--- src/rtl/comparator_pkg.sv ---
// Shared definitions for the registered comparator: relation codes and default sizes.
package comparator_pkg;

  localparam int DEFAULT_WIDTH = 4;
  localparam int DEFAULT_CNT_W = 8;

  typedef enum logic [2:0] {
    CMP_EQ  = 3'b000,
    CMP_NE  = 3'b001,
    CMP_LT  = 3'b010,
    CMP_LE  = 3'b011,
    CMP_GT  = 3'b100,
    CMP_GE  = 3'b101,
    CMP_SGT = 3'b110,
    CMP_SLT = 3'b111
  } cmp_mode_e;

endpackage

--- src/rtl/comparator_core.sv ---
// Combinational relation evaluator: result = relation(a, thresh) selected by mode.
module comparator_core
  import comparator_pkg::*;
#(
  parameter int WIDTH = DEFAULT_WIDTH
) (
  input  logic [WIDTH-1:0] a,
  input  logic [WIDTH-1:0] thresh,
  input  logic [2:0]       mode,
  output logic             result
);

  always_comb begin
    result = 1'b0;
    case (mode)
      CMP_EQ:  result = (a == thresh);
      CMP_NE:  result = (a != thresh);
      CMP_LT:  result = (a <  thresh);
      CMP_LE:  result = (a <= thresh);
      CMP_GT:  result = (a >  thresh);
      CMP_GE:  result = (a >= thresh);
      // The last two codes treat both operands as two's complement
      CMP_SGT: result = ($signed(a) >  $signed(thresh));
      CMP_SLT: result = ($signed(a) <  $signed(thresh));
      default: result = 1'b0;
    endcase
  end

endmodule

--- src/rtl/comparator_4b.sv ---
// Registered comparator with one-cycle latency and valid pipe.
// Optional saturating match counter enabled by macro COMPARATOR_COUNT_EN.
module comparator_4b
  import comparator_pkg::*;
#(
  parameter int WIDTH = DEFAULT_WIDTH
`ifdef COMPARATOR_COUNT_EN
  ,
  parameter int CNT_W = DEFAULT_CNT_W
`endif
) (
  input  logic             clk,
  input  logic             rst,
  input  logic [WIDTH-1:0] a,
  input  logic [WIDTH-1:0] thresh,
  input  logic [2:0]       mode,
  input  logic             valid_in,
  output logic             b,
  output logic             valid_out
`ifdef COMPARATOR_COUNT_EN
  ,
  output logic [CNT_W-1:0] match_cnt
`endif
);

  logic rel;
  logic b_q, b_d;
  logic valid_q, valid_d;

  comparator_core #(.WIDTH(WIDTH)) u_core (
    .a      (a),
    .thresh (thresh),
    .mode   (mode),
    .result (rel)
  );

  // b keeps its previous value across invalid cycles
  always_comb begin
    b_d     = valid_in ? rel : b_q;
    valid_d = valid_in;
  end

  always_ff @(posedge clk) begin
    if (rst) begin
      b_q     <= 1'b0;
      valid_q <= 1'b0;
    end else begin
      b_q     <= b_d;
      valid_q <= valid_d;
    end
  end

  assign b         = b_q;
  assign valid_out = valid_q;

`ifdef COMPARATOR_COUNT_EN
  logic [CNT_W-1:0] cnt_q, cnt_d;

  // Saturate at all-ones rather than wrapping
  always_comb begin
    cnt_d = cnt_q;
    if (valid_in && rel && (cnt_q != {CNT_W{1'b1}}))
      cnt_d = cnt_q + CNT_W'(1);
  end

  always_ff @(posedge clk) begin
    if (rst) cnt_q <= '0;
    else     cnt_q <= cnt_d;
  end

  assign match_cnt = cnt_q;
`endif

endmodule

--- config.mk ---
export PLATFORM = sky130hd
export DESIGN_NAME = comparator_4b
export DESIGN_NICKNAME = d
export VERILOG_FILES = /design/src/rtl/comparator_pkg.sv /design/src/rtl/comparator_core.sv /design/src/rtl/comparator_4b.sv
export SDC_FILE = /design/constraint.sdc
export NUM_CORES = 1
export LEC_CHECK = 0
export ABC_AREA = 1
export CORE_AREA = 2 2 39 41
export DETAILED_ROUTE_END_ITERATION = 8
export DIE_AREA = 0 0 41 43
export GPL_TIMING_DRIVEN = 0
export HOLD_SLACK_MARGIN = 0.08
export PLACE_DENSITY = 0.58
export RECOVER_POWER = 50
export SETUP_SLACK_MARGIN = 0.02
export SKIP_CTS_REPAIR_TIMING = 1
export SLEW_MARGIN = 20
export SYNTH_ARGS = -nofsm -noshare
export SYNTH_HDL_FRONTEND = slang
export SYNTH_SLANG_ARGS = --single-unit
--- constraint.sdc ---
create_clock -name clk -period 3.05 [get_ports clk]
set_clock_uncertainty 0.2 [all_clocks]
set_input_delay 0.305 -clock clk [delete_from_list [all_inputs] [get_ports clk]]
set_output_delay 0.305 -clock clk [all_outputs]
set_load 0.02 [all_outputs]
After elaboration in Yosys (flattened, before gate mapping)
Index checks and enable logic that the tools add are counted.
Storage, ports and cells
  register bits: 2
  output and inout bits: 2
Operators by class
  magnitude comparators: 6
  equality and inequality tests: 9
  mux-type cells: 1
  reduce and logical (&&, ||, !) cells: 1
Operators by type and width (count)
  3-bit equality test, second input constant: 4
  4-bit > comparator: 2
  4-bit less-than comparator: 2
  1-bit one-hot mux with 8 select lines: 1
  3-bit by 2-bit equality test with 1-bit output, second input constant: 2
  4-bit equality test: 1
  4-bit greater-or-equal comparator: 1
  4-bit <= comparator: 1
  4-bit inequality test: 1
  3-bit by 1-bit equality test with 1-bit output, second input constant: 1
  3-bit zero test: 1

Longest topological paths before layout
  word-level depth: 2
  mapped depth: 13

By module
Synthesis repeated with hierarchy kept, for this count alone.
Second synthesis, totals
  cell total of the unflattened synthesis: 53
  area, all modules: 299.0 sq um
By module, submodules not included
  comparator_core: instances 1, cells an instance 43, area each 226.5 sq um, seq. area each 0.0 sq um
  comparator_4b: instances 1, cells an instance 10, area each 72.6 sq um, seq. area each 40.0 sq um

Least setup slack after synthesis
Ideal clock, no wire load.
  path kind: input -> register
  from: input thresh[3]
  to: register b_q, in the netlist b
  library setup time: 0.118 ns
  arrival time: 1.274 ns
  slack: 1.457 ns
  stages on the path: 12
  path buffers: 0
  cell sequence: inv_1 -> ha_1 -> nand2_2 -> inv_1 -> nand2_1 -> nand3_1 -> nand2_1 -> clkinv_1 -> nor2_1 -> nand3_1 -> nand2_1 -> a21oi_2
Between the ends
  cells in the longest elaborated chain, start to end: 2
Ends and longest elaborated chain
  start: declaration: line comparator_4b.sv:15  | input logic [WIDTH-1:0] thresh,
  4-bit less-than comparator (tied with other cells): line comparator_core.sv:24  | CMP_SLT: result = ($signed(a) < $signed(thresh));
  1-bit one-hot mux with 8 select lines *: line comparator_core.sv:15  | case (mode)
  end signal: assignment: line comparator_4b.sv:45  | b_q <= 1'b0;
  end signal: assignment: line comparator_4b.sv:48  | b_q <= b_d;
  end: declaration: line comparator_4b.sv:27  | logic b_q, b_d;
Every way passes the cells marked *; elsewhere a longest branch is shown, timed or not.
A chain may end at the register's enable or synchronous reset.

Worst setup path after layout
Same ends and word-level chain as after synthesis.

==> run_results.csv <==
group,metric,value,unit
routing,vias_per_cell,3.98,
die,start_util,0.221,
grt,grt_max_degree,5,
power,p_comb_frac,0.413,
power,p_switching,44.2,uW
cts,insertion_delay,0.22,ns
yosys,syn_area_per_cell,5.76,um^2
die,dieArea,1760,um^2
yosys,synthTopCellsByCount,"nand2_1 (16), inv_1 (11), nand3_1 (5), nor2_1 (5), ha_1 (4)",
routing,drt_wl_total,616,um
yosys,synth_edf_count,0,
timing,rsz0062_at_grt,"no",
grt,grt_overflow_total,0,
power,p_per_area,298,nW/um^2
routing,num_vias,346,
yosys,synthArstFlopShare,0,
grt,grt_first_pass_wirelength,1.04,mm
yosys,synth.distinct_cells,14,
critical_path,arrival,1.81,ns
yosys,yosysTopAreaCellShare,0.197,
timing,tns,0,ns
power,peakVddDrop,0.000181,V
critical_path,critical_path_class,"in2reg",
die,core_area,1380,um^2
routing,drt_first_iter_violations,5,
critical_path,crit_top_cell,"nand2_1",
die,die_height,43,um
power,p_clk_frac,0.391,
placement,dpl.hpwl,531,um
final_layout,area_delta_synth_final,63.1,%
final_layout,diodes,0,
yosys,synth_ff_type,"dfxtp_1",
critical_path,worstPathCellList,"clkdlybuf4s50_1 > inv_1 > ha_1 > nand2_2 > inv_1 > nand2_1 > nand2_1 > nand2_1 > nand2_1 > nor2_1 > nand3_1 > nand2_1 > a21oi_2",
power,p_leak,0.000266,uW
power,internal-power,104,uW
critical_path,slowest_stage,"clkdlybuf4s50_1",
run_status,status,"finished clean",
cts,clk_pin_slew,0.03,ns
routing,drtAntennaViolNets,0,
final_layout,num-fill-cells,162,
grt,grt_pass1_vias,288,
yosys,netlist_instances,53,
routing,drc_errors,0,
placement,place.gp.congestion,0.608,
cts,clockBufferDepth,2,
grt,antenna_found_initial,0,
yosys,synth-warning-count,0,
critical_path,crit_fanout,4,
critical_path,critical_path_required,2.96,ns
final_layout,drive_gt1_frac,0.127,
timing,hold_violations,0,
final_layout,seq_area,40.0,um^2
power,p_seq_frac,0.195,
cts,cts_buffers,3,
final_layout,multiInputGateArea,216,um^2
timing,worstMarginPinSlew,0.223,ns
yosys,syn-num-nets,71,
timing,setup_viol,0,
routing,first_pass_iters,4,
die,die_x,41,um
critical_path,path_delay_family,"simple AND/OR/NAND/NOR gates",
grt,grt_use_total,0.0861,
final_layout,postLayoutCoreUtil,0.360,
timing,fmax,0.526,GHz
timing,min_period,1.90,ns
yosys,synth-seq-cells,2,
routing,wl_per_cell,7.08,um
final_layout,nets,91,
critical_path,cp-start-kind,"input port",
critical_path,crit_buf_inv,3,
yosys,synth_area_leaders,"nand2_1 (20%), ha_1 (16%), inv_1 (14%)",
yosys,synth_top_area_cell,"nand2_1",
cts,cts-root-buf,"clkbuf_4",
yosys,yosysSeqAreaShare,0.131,
yosys,yosysMostFrequentCell,"nand2_1",
yosys,netlist_area,305,um^2
min_path,hold_class,"reg2reg",
power,sw_frac_of_total,0.298,
die,io_pins,16,
critical_path,critPathMaxStageDelay,0.45,ns
timing,finalCritPeriodShare,0.624,
die,fp-row-count,14,
cts,h-tree-depth,1,
critical_path,cp-end-kind,"register",
timing,relSlewSlack,0.851,
cts,cts_tree,"done",
cts,clock_sinks,2,
placement,portBuffers,15,
timing,drv_slew,0,
flow_run,max_cap_violations,0,
-- metrics by stage --
stage          total power, uW  hold slack (ns)  cell area, um^2  worst slack, ns  std cells
3_5_place_dp              91.7            0.327              475            0.903         84
5_1_grt                    161            0.361              498            0.939         87
2_1_floorplan             65.5            0.176              305             1.46         53
6_report                   148            0.333              498             1.15         87
3_3_place_gp              91.4            0.312              475            0.903         84
4_1_cts                    153            0.336              498             1.13         87
-- power groups by stage --
stage | registers [uW] | logic (uW) | clock network, uW
floorplan | 31.7 | 33.9 | 0
global placement | 29.2 | 62.1 | 0
detailed placement | 29.4 | 62.3 | 0
CTS | 29.1 | 62.9 | 60.8
global route | 29.1 | 69.9 | 62.3
finish | 29.0 | 61.4 | 58.1
-- routing by layer --
metal	track usage	share of wire
met1	0.118	0.47
met3	0.0471	0.084
met2	0.116	0.44
met5	0	0
met4	0.0200	0
-- cells by family after synthesis --
group,share of synthesized area
adders and majority gates,0.164
buffers and inverters,0.160
AOI/OAI and AO/OA,0.0820
and+or+nand+nor,0.463
DFF,0.131
-- layout make-up --
| class | count | area share |
|---|---|---|
| Sequential cell | 2 | 0.0804 |
| Multi-Input combinational cell | 38 | 0.435 |
| Timing Repair Buffer | 15 | 0.302 |
| Clock buffer | 3 | 0.0452 |
| Inverter | 13 | 0.0980 |
| Tap cell | 16 | 0.0402 |
-- state kept, by name (all words and copies together), names as in the netlist --
signal / cells
b: 1
valid_out: 1
-- tightest hold or removal path, delay by kind of cell, from the launching register on --
family | cells | cell delay [ns]
AO/OA/AOI/OAI | 2 | 0.17
flip-flops | 1 | 0.32
-- layout by cell type (no fill, tap or decap), drive strengths merged --
cell,n
o21bai,1
ha,4
clkbuf,3
nand2,18
nand3b,1
clkdlybuf4s50,13
or2,1
dfxtp,2
nor2,6
a21oi,2
nand3,5
inv,12
clkinv,1
dlygate4sd3,2
-- worst paths after layout --
path | start | to | slack [ns] | cells past startpoint
min | b | b | 0.33 | 2
min reg2reg | b | b | 0.33 | 2
max reg2reg | b | b | 2.24 | 2
max | thresh[3] | b | 1.15 | 13
Note: power is estimated with default switching activity, not from simulation.
